<file path="config.mk">
export PLATFORM = sky130hd
export DESIGN_NAME = shadow_err_alert_ctrl
export DESIGN_NICKNAME = d
export VERILOG_FILES = /design/src/rtl/shadow_err_alert_ctrl.sv
export SDC_FILE = /design/constraint.sdc
export NUM_CORES = 1
export LEC_CHECK = 0
export ABC_AREA = 1
export BUFFER_PORTS_ARGS = -buffer_cell sky130_fd_sc_hd__buf_2
export CORE_MARGIN = 5
export CORE_UTILIZATION = 35
export DETAILED_ROUTE_END_ITERATION = 10
export GPL_TIMING_DRIVEN = 0
export PLACE_DENSITY_LB_ADDON = 0.25
export SYNTH_ARGS = -nofsm -noshare
export SYNTH_HDL_FRONTEND = slang
export SYNTH_SLANG_ARGS = --single-unit
</file>
<file path="constraint.sdc">
create_clock -name clk_i -period 1.6 [get_ports clk_i]
set_clock_uncertainty 0.1 [all_clocks]
set_input_delay 0.08 -clock clk_i [delete_from_list [all_inputs] [get_ports clk_i]]
set_output_delay 0.08 -clock clk_i [all_outputs]
set_load 0.01 [all_outputs]
</file>
<file path="src/rtl/shadow_err_alert_ctrl.sv">
// Shadow-register error aggregation: sticky recoverable/fatal status, a saturating
// recoverable-error counter, and two independent four-phase alert handshakes.
module shadow_err_alert_ctrl #(
  parameter int NumRegs = 4,
  parameter int CntW    = 8
) (
  input  logic               clk_i,
  input  logic               rst_ni,
  input  logic [NumRegs-1:0] err_update_i,
  input  logic [NumRegs-1:0] err_storage_i,
  input  logic [NumRegs-1:0] recov_clr_i,
  input  logic               cnt_clr_i,
  input  logic               alert_test_recov_i,
  input  logic               alert_test_fatal_i,
  output logic               recov_req_o,
  input  logic               recov_ack_i,
  output logic               fatal_req_o,
  input  logic               fatal_ack_i,
  output logic [NumRegs-1:0] recov_status_o,
  output logic [NumRegs-1:0] fatal_status_o,
  output logic [CntW-1:0]    recov_cnt_o
);

  typedef enum logic [1:0] {
    IDLE  = 2'd0,
    REQ   = 2'd1,
    ACKLO = 2'd2
  } hs_state_e;

  localparam logic [CntW-1:0] CntOne = CntW'(1);

  hs_state_e recov_state;
  hs_state_e fatal_state;
  logic      recov_pend;
  logic      fatal_pend;

  logic any_update;
  logic any_fatal;
  logic recov_trig;
  logic fatal_trig;

  assign any_update = |err_update_i;
  assign any_fatal  = |fatal_status_o;
  assign recov_trig = any_update | alert_test_recov_i;
  assign fatal_trig = (|err_storage_i) | alert_test_fatal_i;

  // Holds at all-ones instead of wrapping.
  function automatic logic [CntW-1:0] sat_inc(input logic [CntW-1:0] v);
    logic [CntW-1:0] r;
    if (&v) r = v;
    else    r = v + CntOne;
    return r;
  endfunction

  // Set has priority over clear so an error in the clearing cycle is never lost.
  always_ff @(posedge clk_i or negedge rst_ni) begin
    if (!rst_ni) begin
      recov_status_o <= '0;
      fatal_status_o <= '0;
    end else begin
      recov_status_o <= (recov_status_o & ~recov_clr_i) | err_update_i;
      fatal_status_o <= fatal_status_o | err_storage_i;
    end
  end

  always_ff @(posedge clk_i or negedge rst_ni) begin
    if (!rst_ni) begin
      recov_cnt_o <= '0;
    end else if (cnt_clr_i) begin
      recov_cnt_o <= any_update ? CntOne : '0;
    end else if (any_update) begin
      recov_cnt_o <= sat_inc(recov_cnt_o);
    end
  end

  // Triggers arriving mid-handshake collapse into one pending follow-up handshake.
  always_ff @(posedge clk_i or negedge rst_ni) begin
    if (!rst_ni) begin
      recov_state <= IDLE;
      recov_pend  <= 1'b0;
      recov_req_o <= 1'b0;
    end else begin
      case (recov_state)
        IDLE: begin
          if (recov_trig || recov_pend) begin
            recov_state <= REQ;
            recov_req_o <= 1'b1;
            recov_pend  <= 1'b0;
          end
        end
        REQ: begin
          if (recov_trig) recov_pend <= 1'b1;
          if (recov_ack_i) begin
            recov_state <= ACKLO;
            recov_req_o <= 1'b0;
          end
        end
        ACKLO: begin
          if (recov_trig) recov_pend <= 1'b1;
          if (!recov_ack_i) recov_state <= IDLE;
        end
        default: begin
          recov_state <= IDLE;
          recov_req_o <= 1'b0;
        end
      endcase
    end
  end

  // A latched storage error keeps the fatal alert re-firing until reset.
  always_ff @(posedge clk_i or negedge rst_ni) begin
    if (!rst_ni) begin
      fatal_state <= IDLE;
      fatal_pend  <= 1'b0;
      fatal_req_o <= 1'b0;
    end else begin
      case (fatal_state)
        IDLE: begin
          if (fatal_trig || fatal_pend || any_fatal) begin
            fatal_state <= REQ;
            fatal_req_o <= 1'b1;
            fatal_pend  <= 1'b0;
          end
        end
        REQ: begin
          if (fatal_trig) fatal_pend <= 1'b1;
          if (fatal_ack_i) begin
            fatal_state <= ACKLO;
            fatal_req_o <= 1'b0;
          end
        end
        ACKLO: begin
          if (fatal_trig) fatal_pend <= 1'b1;
          if (!fatal_ack_i) fatal_state <= IDLE;
        end
        default: begin
          fatal_state <= IDLE;
          fatal_req_o <= 1'b0;
        end
      endcase
    end
  end

endmodule

</file>
Word-level counts from Yosys, hierarchy flattened
Index checks and enable logic that the tools add are counted.
- flip-flop bits (word level): 24
- input bits: 19
- output and inout bits: 18
- word-level logic and storage cells: 76
- $add $sub $neg: 1
- eq/ne operators: 13
- multiplexer cells: 24
- bitwise operators: 8
- reductions and logical operators: 21
- operator list (cell ; count):
    two-way mux 8 bit ; 3
    AND reduction 3 bit ; 6
    inequality test 2 bit (second input constant) ; 7
    two-way mux 2 bit ; 6
    one-hot mux 2 bit (3 select lines) ; 2
    OR reduction 4 bit ; 3
    two-way mux 1 bit ; 9
    adder 8 x 1 -> 8 bit (second input constant) ; 1
    OR 4 bit ; 2
    AND reduction 8 bit ; 1
    one-hot mux 1 bit (3 select lines) ; 2
    nonzero test 2 bit ; 3
    AND 4 bit ; 1
    == test 2 x 1 -> 1 bit (second input constant) ; 2
    == test 2 bit (second input constant) ; 2
    logical NOT 2 bit ; 2
    inequality test 2 x 1 -> 1 bit (second input constant) ; 2
    inverter 4 bit ; 1
    one-hot mux 1 bit (2 select lines) ; 2
    OR reduction 2 bit ; 2
    logical OR 1 bit ; 3
    inverter 1 bit ; 2
    OR 1 bit ; 2
    AND reduction 2 bit ; 1

Longest topological paths before layout
Gate-level depths: netlist (run 1).
- depth after elaboration: 6
- mapped depth: 8

Least setup slack after synthesis (run 1)
OpenSTA, ideal clock, no wires.
- path type: register to register
- start: register fatal_state[0]
- end: register fatal_state[0]
- library setup time: 0.117 ns
- arrival time: 1.248 ns
- slack: 0.135 ns
- stages on the path, launching flop included: 9
- path buffers: 0
- cells stage by stage: dfrtp_1 > inv_1 > ha_1 > inv_1 > nor2_1 > nand3_1 > or2_2 > nand3_1 > nand2_1
- cells in the longest elaborated chain, start to end: 3
- elaborated cells between the ends (all ways): 8
- those cells by class: eq/ne (5); mux (1); reduce/logical (2)
- ends and longest elaborated chain (element ; line ; source):
    from (decl) ; 33 ; hs_state_e fatal_state;
    from (signal assigned) ; 113 ; fatal_state <= IDLE;
    from (signal assigned) ; 120 ; fatal_state <= REQ;
    from (signal assigned) ; 128 ; fatal_state <= ACKLO;
    == test 2 bit (tied with other cells) ; 117 ; case (fatal_state)
    inequality test 2 bit (no line) ; -- ;
    AND reduction 3 bit (no line) ; -- ;
Several ways; a longest one is shown, not always the timed one.
A chain may end at the register's enable or synchronous reset.

Worst setup path in the final report (run 1)
- start: register fatal_state[0]
- end: register fatal_state[1]
The elaborated chain is that of the path after synthesis.

==> results of run 1 <==
cells in the mapped netlist:
master / n
nand3_1: 15
a21oi_1: 4
mux2i_1: 1
o21ai_0: 9
nor3_1: 1
o21bai_1: 7
or2_2: 5
inv_2: 1
nand2_2: 1
ha_1: 9
nor2_2: 2
o21ai_1: 3
nor2_1: 14
o21ai_2: 1
inv_1: 23
dfrtp_1: 24
nand2_1: 35
nand3_2: 1
o211ai_1: 1
buf_6: 1
nand4_1: 1
layout by cell type (no fill, tap or decap):
| cell | count |
|---|---|
| nand4_1 | 1 |
| ha_1 | 8 |
| or2_2 | 4 |
| o21bai_1 | 7 |
| buf_2 | 36 |
| or2_4 | 1 |
| buf_6 | 1 |
| nand3_1 | 15 |
| o21ai_1 | 6 |
| o211ai_1 | 1 |
| nor3_1 | 1 |
| o21ai_0 | 6 |
| inv_1 | 21 |
| nor2_2 | 2 |
| o21ai_2 | 1 |
| ha_4 | 1 |
| a21oi_1 | 4 |
| nand2_2 | 1 |
| clkbuf_8 | 3 |
| buf_4 | 2 |
| bufinv_16 | 1 |
| nand2_1 | 35 |
| nand3_2 | 1 |
| dlygate4sd3_1 | 13 |
| dfrtp_1 | 24 |
| mux2i_1 | 1 |
| nor2_1 | 14 |
| inv_2 | 3 |
worst max-delay path: cells and delay by family (launching register included):
family / cells / cell delay, ns
adder cells (fa/ha/maj): 1 / 0.14
AND/OR/NAND/NOR: 5 / 0.56
flip-flops: 1 / 0.43
buffers and inverters: 2 / 0.15
area by class of cell:
cell class | count | area [sq um] | share of cell area
Tap cell | 48 | 60.1 | 0.0338
Timing Repair Buffer | 51 | 325 | 0.183
Clock inverter | 1 | 30.0 | 0.0169
Sequential cell | 24 | 601 | 0.338
Clock buffer | 3 | 41.3 | 0.0233
Multi-Input combinational cell | 110 | 617 | 0.347
Inverter | 24 | 90.1 | 0.0507
Buffer | 1 | 11.3 | 0.00634
power by group:
part	total, mW	switching [mW]	internal [mW]
clock network	0.526	0.192	0.334
registers	0.814	0.0876	0.726
logic	0.629	0.345	0.283
cell families after synthesis:
kind of cell	Yosys count
adder cells (fa/ha/maj)	9
buffers and inverters	25
flip-flops	24
AO/OA/AOI/OAI	25
AND/OR/NAND/NOR	75
multiplexers	1
what timing repair did:
action	4_1_cts	5_1_grt
endpoints found under the setup margin	2	4
endpoints found under the hold margin	32	0
setup buffers	0	2
gates resized for setup	1	7
hold buffers	13	0
flip-flops by register name (all words and copies together) (netlist names):
| signal | count |
|---|---|
| recov_state | 2 |
| recov_pend | 1 |
| recov_req_o | 1 |
| fatal_state | 2 |
| fatal_pend | 1 |
| fatal_req_o | 1 |
| recov_cnt_o | 8 |
| recov_status_o | 4 |
| fatal_status_o | 4 |
path summary, 6_finish.rpt:
check                                              endpoint  slack (ns)  cells past startpoint
worst min-delay path             recov_cnt_o[2]$_DFFE_PN0P_        0.04                      4
worst min register to register      fatal_req_o$_DFFE_PN0P_        0.38                      2
max in group asynchronous        recov_state[1]$_DFFE_PN0P_        0.82                      2
min in group asynchronous       recov_status_o[0]$_DFF_PN0_        0.22                      2
worst max-delay path             fatal_state[1]$_DFFE_PN0P_        0.12                      8
worst max register to register   fatal_state[1]$_DFFE_PN0P_        0.12                      8
routing by layer:
layer	global-route usage	vias up	routed length, um
met5	0	-	0
met4	0.0313	0	24
met3	0.0341	2	109
met2	0.205	15	1370
met1	0.147	501	1240
li1	-	618	-
==> impl_metrics.ini, run 1 <==
[yosys]
yosys.area.top_type = dfrtp_1
synthXorXnorAreaFrac = 0
ys_seq_area_frac = 0.461
ys_warn_count = 0
synth_top_family_by_area = simple AND/OR/NAND/NOR gates
ys_top_cells_by_area = dfrtp_1 (46%), nand2_1 (10%), ha_1 (8.6%)
synthMuxAreaShare = 0.00768
syn_nets = 187
synth_simple_gate_area_share = 0.253
avgSynthCellArea_sq_um = 8.20
synth-compound-area-share = 0.114
syn_inst = 159
synth-seq-cells = 24
yosysUniqueCellTypes = 21
yosys.area_share.adder = 0.0864
netlist_area_sq_um = 1300
synth_largest_type_area_fraction = 0.461

[flow_run]
drv_cap = 0

[critical_path]
start_kind = flip-flop
worstPathMaxFanout = 4
cp.arrival_ns = 1.55
path_cells = inv_2, ha_4, inv_1, nor2_1, nand3_1, or2_4, nand3_1, nand2_1
cp.required_ns = 1.66
critPathKind = flip-flop to flip-flop
cp_slowest_cell = dfrtp_1
r2r_start = fatal_state[0]$_DFFE_PN0P_
worstSetupEndpointType = flip-flop
startpoint = fatal_state[0]$_DFFE_PN0P_
cpMostUsedCell = nand3_1
critPathMaxStageDelay_ns = 0.43

[sta]
fmax_ghz = 0.674
fin_crit_sh = 0.927
finalCriticalPeriod_ns = 1.48
tns_ns = 0
rsz0062_at_grt = no
drv_slew = 0
worst_pin_slew_ns = 0.529
setup_violations = 0
holdWs_ns = 0.0385
final_hold_viol_count = 0
relSlewSlack = 0.648
layout_setup_ws_ns = 0.117

[placement]
gp_congestion = 0.785
dpl.hpwl_mm = 2.01
dp.cells = 243
numPortBuffers = 36
dp_slack_ns = 0.0142
placed_cell_area_sq_um = 1540

[floorplanning]
ioPinCount = 37
die_x_um = 71.0
die_area_sq_um = 5050
start_util = 0.359
die_h_um = 71.0
std_cell_rows = 22
core_sq_um = 3630

[pwr]
power_density_nw_per_um2 = 1110
leakage_nw = 0.885
power.total_mw = 1.97
vdd_drop_max_v = 0.000610

[grt]
grt_pass1_wl_mm = 4.88
grt_usage = 0.119
grt_pass1_vias = 1115
grt_start_max_net_pins = 25
grt_antenna_before_repair = 0
grt_overflow = 0

[routing]
routed_wl_mm = 2.74
drtIter0Drc = 54
drtPass1Iterations = 4
post_drt_wl_per_cell_um = 10.5
vias_per_cell = 4.34
drc = 0
vias = 1136
antenna_left = 0

[cts]
cts.sinks = 24
worstSkewPairLatency_ns = 0.26
cts.clk_slew.worst_paths_ns = 0.09
cts_buffers = 3
cts_root_buf = clkbuf_8
cts_tree = built
clock_path_buffers = 2
htreeDepth = 1

[final_layout]
final_core_util = 0.489
fin_cells = 262
diodes = 0
finalNetCount = 243
syn2layout_area_growth_pct = 36.2
fillers = 376
drive_above_1_share = 0.266
fin_area_sq_um = 1780

[min_path]
hp-start = cnt_clr_i
min_path_type = input pin to flip-flop

[run_status]
outcome = completed
Note: power is estimated with default switching activity, not from simulation.
==> run 2, diff against run 1 <==
==> constraint.sdc (replaced) <==
create_clock -name clk_i -period 1.45 [get_ports clk_i]
set_clock_uncertainty 0.1 [all_clocks]
set_input_delay 0.0725 -clock clk_i [delete_from_list [all_inputs] [get_ports clk_i]]
set_output_delay 0.0725 -clock clk_i [all_outputs]
set_load 0.01 [all_outputs]
==> run 2 against run 1 <==
Effect of this change: global-route usage increased by 0.49 points; hold slack improved by 0.0092 ns; maximum frequency rose by 5.2%; first-iteration DRC count increased by 1.9%; sequential power is 10% higher; critical path depth fell by 2; routed wire length up 8.5%; non-clock buffer count rose by 7; largest power group unchanged; highest routed layer unchanged.
==> impl_metrics.ini, run 2 (same netlist as run 1, synthesis figures left out) <==
[pwr]
power.total_mw = 2.32
vdd_drop_max_v = 0.000748
leakage_nw = 0.939
power_density_nw_per_um2 = 1220

[critical_path]
worstPathMaxFanout = 3
cp.arrival_ns = 1.47
crit_family = flip-flops
cp.required_ns = 1.51
critPathMaxStageDelay_ns = 0.41
cpMostUsedCell = nand2_1
path_cells = buf_4, ha_1, mux2i_2, o21ai_1, nand2_1, nand2_1
worstSetupEndpointType = flip-flop
crit_buf_inv = 1
start_kind = flip-flop
cp_slowest_cell = dfrtp_1
critPathKind = flip-flop to flip-flop
r2r_setup_slack_ns = 0.04

[final_layout]
drive_above_1_share = 0.353
fillers = 372
seq_area_sq_um = 602
finalNetCount = 250
largest_reg_flops = 8
final_cell_mix = buf_2 (36), nand2_1 (30), dfrtp_1 (23), inv_1 (20), nand3_1 (14)
diodes = 0
largestRegisters = recov_cnt_o (8), fatal_status_o (4), recov_status_o (4)
regMostFlops = recov_cnt_o
syn2layout_area_growth_pct = 45.6
multi_input_area_sq_um = 682
fin_cells = 269
final_common_cell = buf_2

[grt]
gr-max-usage-layer = met2
use_met3 = 0.0355
grt_start_max_net_pins = 25
grt_pass1_wl_mm = 5.11
grt_usage = 0.124
grt_overflow = 0
grt_antenna_before_repair = 0
grt_pass1_vias = 1203
use_met2 = 0.219
use_met1 = 0.151

[cts]
worstSkewPairLatency_ns = 0.26
cts_tree = built
cts_root_buf = clkbuf_8
cts.sinks = 24
cts_buffers = 3
htreeDepth = 1
clock_path_buffers = 2
cts.clk_slew.worst_paths_ns = 0.09

[sta]
relSlewSlack = 0.646
tns_ns = 0
final_hold_viol_count = 0
fin_crit_sh = 0.972
fmax_ghz = 0.709
worst_pin_slew_ns = 0.531
finalCriticalPeriod_ns = 1.41
rsz0062_at_grt = yes
drv_slew = 0
setup_violations = 0

[floorplanning]
core_sq_um = 3630
start_util = 0.359
std_cell_rows = 22
die_area_sq_um = 5050
die_x_um = 71.0
ioPinCount = 37
die_h_um = 71.0

[run_status]
outcome = completed

[placement]
gp_congestion = 0.740
dp.cells = 243
dpl.hpwl_mm = 2.01
numPortBuffers = 36

[routing]
antenna_left = 0
routed_wl_mm = 2.97
vias_per_cell = 4.47
drtPass1Iterations = 4
drc = 0
vias = 1202
drtIter0Drc = 55
post_drt_wl_per_cell_um = 11.1

[min_path]
min_path_type = input pin to flip-flop

[flow_run]
drv_cap = 0
-- run 2: changes by cell type in the layout (fill, tap and decap cells not counted), moves of 2 or more --
cell     previous run  this run
buf_4               2         8
nand2_1            35        30
nand2_2             1         5
o21ai_1             6         3
o21ai_2             1         3
-- run 2: final timing paths --
kind                       cells past startpoint                          to                       start
max                                            6  fatal_state[0]$_DFFE_PN0P_  fatal_state[0]$_DFFE_PN0P_
min                                            4  recov_cnt_o[2]$_DFFE_PN0P_                   cnt_clr_i
max reg2reg                                    6  fatal_state[0]$_DFFE_PN0P_  fatal_state[0]$_DFFE_PN0P_
min reg2reg                                    2     fatal_req_o$_DFFE_PN0P_     fatal_req_o$_DFFE_PN0P_
max in group asynchronous                      2  recov_cnt_o[5]$_DFFE_PN0P_                      rst_ni
min in group asynchronous                      2  recov_state[0]$_DFFE_PN0P_                      rst_ni
-- run 2: final cells by class --
cell class / count / share of cell area
timing repair buffer: 58 / 0.201
inverter: 24 / 0.0475
tap: 48 / 0.0316
clock buffer: 3 / 0.0218
buffer: 1 / 0.00593
multi-input combinational: 110 / 0.359
sequential: 24 / 0.317
clock inverter: 1 / 0.0158
-- run 2: routing by layer --
metal | routed length, um | vias up | share of wire
li1 | - | 634 | -
met5 | 0 | - | 0
met2 | 1470 | 22 | 0.49
met1 | 1370 | 544 | 0.46
met4 | 24 | 0 | 0.0081
met3 | 107 | 2 | 0.036
-- run 2: tightest hold or removal path, cell delays in order --
cell     delay (ns)
buf_2          0.14
nor3_1         0.07
nand2_1        0.05
nand2_1        0.04
-- run 2: repair_timing --
| item | CTS | global route |
|---|---|---|
| pin swaps | 0 | 4 |
| hold endpoints to repair | 32 | 0 |
| setup buffers | 6 | 2 |
| resized for setup | 3 | 22 |
| cloned | 0 | 1 |
| setup endpoints to repair | 10 | 13 |
| hold buffers | 13 | 0 |
-- run 2: metrics by stage --
stage                      util  hold slack (ns)  setup slack [ns]  cell area [sq um]
final                     0.522           0.0478            0.0400               1900
after floorplan               -           -0.323            0.0440               1310
after global routing      0.522           0.0910           -0.0752               1900
after detailed placement  0.426         -0.00499           -0.0573               1550
after global placement    0.426          -0.0124           -0.0623               1550
after CTS                 0.497           0.0238            0.0154               1810
-- run 2: power breakdown --
part	switching (mW)	internal, mW	leakage, nW
combinational	0.438	0.405	0.624
clock	0.210	0.369	0.0357
sequential	0.0936	0.801	0.279
total	0.742	1.57	0.939
==> run 3, diff against run 2 <==
--- a/config.mk
+++ b/config.mk
@@ -5,7 +5,6 @@
 export SDC_FILE = /design/constraint.sdc
 export NUM_CORES = 1
 export LEC_CHECK = 0
-export ABC_AREA = 1
 export BUFFER_PORTS_ARGS = -buffer_cell sky130_fd_sc_hd__buf_2
 export CORE_MARGIN = 5
 export CORE_UTILIZATION = 35
==> run 3 against run 2 <==
Effect of this change: the run now ends with setup timing left; routed wire length increased by 2.3%; critical endpoint is now recov_state[1]$_DFFE_PN0P_; largest power group is now combinational logic; non-clock buffer count increased by 11; core utilization increased by 4.4 points; design area increased by 1.9%; highest routed layer unchanged; largest cell class unchanged; die area decreased by 2.9%; sequential share of layout area decreased by 0.47 points.
==> impl_metrics.ini, run 3 <==
[sta]
final_hold_viol_count = 0
fmax_ghz = 0.639
relSlewSlack = 0.650
setup_violations = 4
tns_ns = -0.382
finalCriticalPeriod_ns = 1.56
layout_setup_ws_ns = -0.115
worst_pin_slew_ns = 0.526
drv_slew = 0
fin_crit_sh = 1.08
rsz0062_at_grt = yes

[final_layout]
drive_above_1_share = 0.511
finalNetCount = 215
regMostFlops = recov_cnt_o
fin_area_sq_um = 1930
syn2layout_area_growth_pct = 53.5
largest_reg_flops = 8
fillers = 315
final_common_cell = buf_2
final_cell_mix = buf_2 (36), dfrtp_1 (21), dlygate4sd3_1 (17), buf_4 (13), inv_1 (8)
diodes = 0
largestRegisters = recov_cnt_o (8), fatal_status_o (4), recov_status_o (4)

[placement]
dpl.hpwl_mm = 2.06
placed_cell_area_sq_um = 1510
numPortBuffers = 36
gp_congestion = 0.780

[critical_path]
critPathMaxStageDelay_ns = 0.43
worstPathMaxFanout = 3
path_cells = inv_2, ha_4, nor2b_4, a21o_1, a21oi_2, mux2_4
r2r_cells = 6
cp_slowest_cell = dfrtp_1
cp.arrival_ns = 1.66
r2r_end = recov_state[1]$_DFFE_PN0P_
worstSetupEndpointType = flip-flop
start_kind = flip-flop
crit_buf_inv = 1
r2r_start = recov_state[1]$_DFFE_PN0P_
crit_family = flip-flops
r2r_setup_slack_ns = -0.11
critPathKind = flip-flop to flip-flop
cp.required_ns = 1.55

[cts]
clock_path_buffers = 2
cts_buffers = 3
cts_root_buf = clkbuf_4
cts_tree = built
worstSkewPairLatency_ns = 0.30
cts.sinks = 24
htreeDepth = 1
cts.clk_slew.worst_paths_ns = 0.13

[yosys]
synth-seq-cells = 24
synth_edf_count = 0
yosys.area.top_type = dfrtp_1
avgSynthCellArea_sq_um = 11.1
syn_inst = 114
synth_async_sr_flop_share = 1.00
synthFlopType = dfrtp_1
netlist_area_sq_um = 1260
ys_top_cells_by_count = dfrtp_1 (24), inv_1 (11), ha_1 (9)
ys_warn_count = 0
ys_top_cells_by_area = dfrtp_1 (48%), ha_1 (8.9%), inv_1 (3.3%)
synth_largest_type_area_fraction = 0.477
syn_nets = 142
yosysUniqueCellTypes = 34
ys_seq_area_frac = 0.477
synth_most_common_cell = dfrtp_1

[pwr]
vdd_drop_max_v = 0.000583
power.total_mw = 2.37
pwr-share-clk = 0.143
comb_power_share = 0.473
switching_share = 0.321
power_density_nw_per_um2 = 1230
internal-power_mw = 1.61
leakage_nw = 0.904
pwr-share-seq = 0.385
power.switching_mw = 0.760

[floorplanning]
die_h_um = 70
core_sq_um = 3420
die_area_sq_um = 4900
std_cell_rows = 21
die_x_um = 70
start_util = 0.369
ioPinCount = 37

[routing]
vias = 1094
drtPass1Iterations = 4
drc = 0
post_drt_wl_per_cell_um = 13.1
antenna_left = 0
drtIter0Drc = 15
routed_wl_mm = 3.04
vias_per_cell = 4.72

[min_path]
hp-start = fatal_ack_i
worst_hold_path.num_cells = 4
min_path_type = input pin to flip-flop
min_to = fatal_state[1]$_DFFE_PN0P_

[grt]
grt_pass1_vias = 1135
grt_start_max_net_pins = 25
grt_antenna_before_repair = 0
grt_usage = 0.126
grt_overflow = 0
grt_pass1_wl_mm = 5.09

[flow_run]
drv_cap = 0

[run_status]
outcome = complete, but fails checks
violations = setup timing
## run 3: changes by cell type after synthesis, sizes merged, moves of 4 or more
cell	delta
o21bai	-7
a21o	+5
mux2	+4
nor2	-9
inv	-13
o21ai	-8
nand2	-31
nand3	-12
## run 3: layout make-up
| type | count | area [sq um] | area share |
|---|---|---|---|
| multi-input combinational | 77 | 702 | 0.363 |
| sequential | 24 | 604 | 0.312 |
| timing repair buffer | 68 | 470 | 0.243 |
| tap | 46 | 57.6 | 0.0298 |
| inverter | 11 | 41.3 | 0.0213 |
| clock buffer | 4 | 36.3 | 0.0188 |
| buffer | 2 | 22.5 | 0.0116 |
## run 3: timing repair
| item | 4_1_cts | 5_1_grt |
|---|---|---|
| hold endpoints to repair | 40 | 1 |
| endpoints found under the setup margin | 8 | 11 |
| buffers inserted | 9 | 6 |
| pin swaps | 2 | 5 |
| hold buffers | 17 | 1 |
| resized for setup | 19 | 9 |
## run 3: power groups by stage
stage | registers, mW | logic (mW) | clock network [mW]
6_report | 0.911 | 1.12 | 0.338
5_1_grt | 0.926 | 1.24 | 0.380
4_1_cts | 0.904 | 1.04 | 0.353
3_5_place_dp | 0.920 | 0.705 | 0
3_3_place_gp | 0.910 | 0.669 | 0
2_1_floorplan | 0.925 | 0.489 | 0
## run 3: tightest hold or removal path, delay by kind of cell
family / cells / cell delay, ns
buffers and inverters: 1 / 0.12
muxes: 1 / 0.15
AOI/OAI and AO/OA: 1 / 0.06
and+or+nand+nor: 1 / 0.09
## run 3: stage by stage
stage / utilization / std cells / setup WS (ns) / hold slack, ns
finish: 0.566 / 232 / -0.115 / 0.128
global placement: 0.442 / 196 / -0.198 / -0.0125
global route: 0.566 / 232 / -0.180 / 0.125
CTS: 0.543 / 226 / -0.0902 / 0.0688
floorplan: - / 114 / -0.0571 / -0.323
detailed placement: 0.442 / 196 / -0.225 / -0.0108
## run 3: worst max-delay path by stage
stage / slack [ns] / startpoint / endpoint / cells after the start
after detailed placement: -0.23 / err_update_i[0] / recov_state[1]$_DFFE_PN0P_ / 6
final: -0.11 / recov_state[1]$_DFFE_PN0P_ / recov_state[1]$_DFFE_PN0P_ / 6
after floorplan: -0.06 / fatal_state[0]$_DFFE_PN0P_ / fatal_state[0]$_DFFE_PN0P_ / 6
after global placement: -0.20 / err_update_i[0] / recov_state[1]$_DFFE_PN0P_ / 6
after CTS: -0.09 / recov_state[1]$_DFFE_PN0P_ / recov_state[1]$_DFFE_PN0P_ / 6
after global routing: -0.18 / recov_state[1]$_DFFE_PN0P_ / recov_state[1]$_DFFE_PN0P_ / 6
## run 3: logic make-up (layout without fill, tap and decap cells)
| family | Yosys count | in the layout | synth area share |
|---|---|---|---|
| simple gates | 39 | 39 | 0.185 |
| flops | 24 | 24 | 0.477 |
| compound gates | 22 | 22 | 0.136 |
| buf+inv | 13 | 85 | 0.0506 |
| fa+ha+maj | 9 | 9 | 0.0894 |
| mux | 7 | 7 | 0.0626 |
## run 3: per-layer routing
layer  global-route usage  wire length [um]  vias to the layer above
li1                     -                 -                      546
met1                0.146              1330                      526
met2                0.235              1560                       20
met3               0.0273               141                        2
met4               0.0255                13                        0
met5                    0                 0                        -
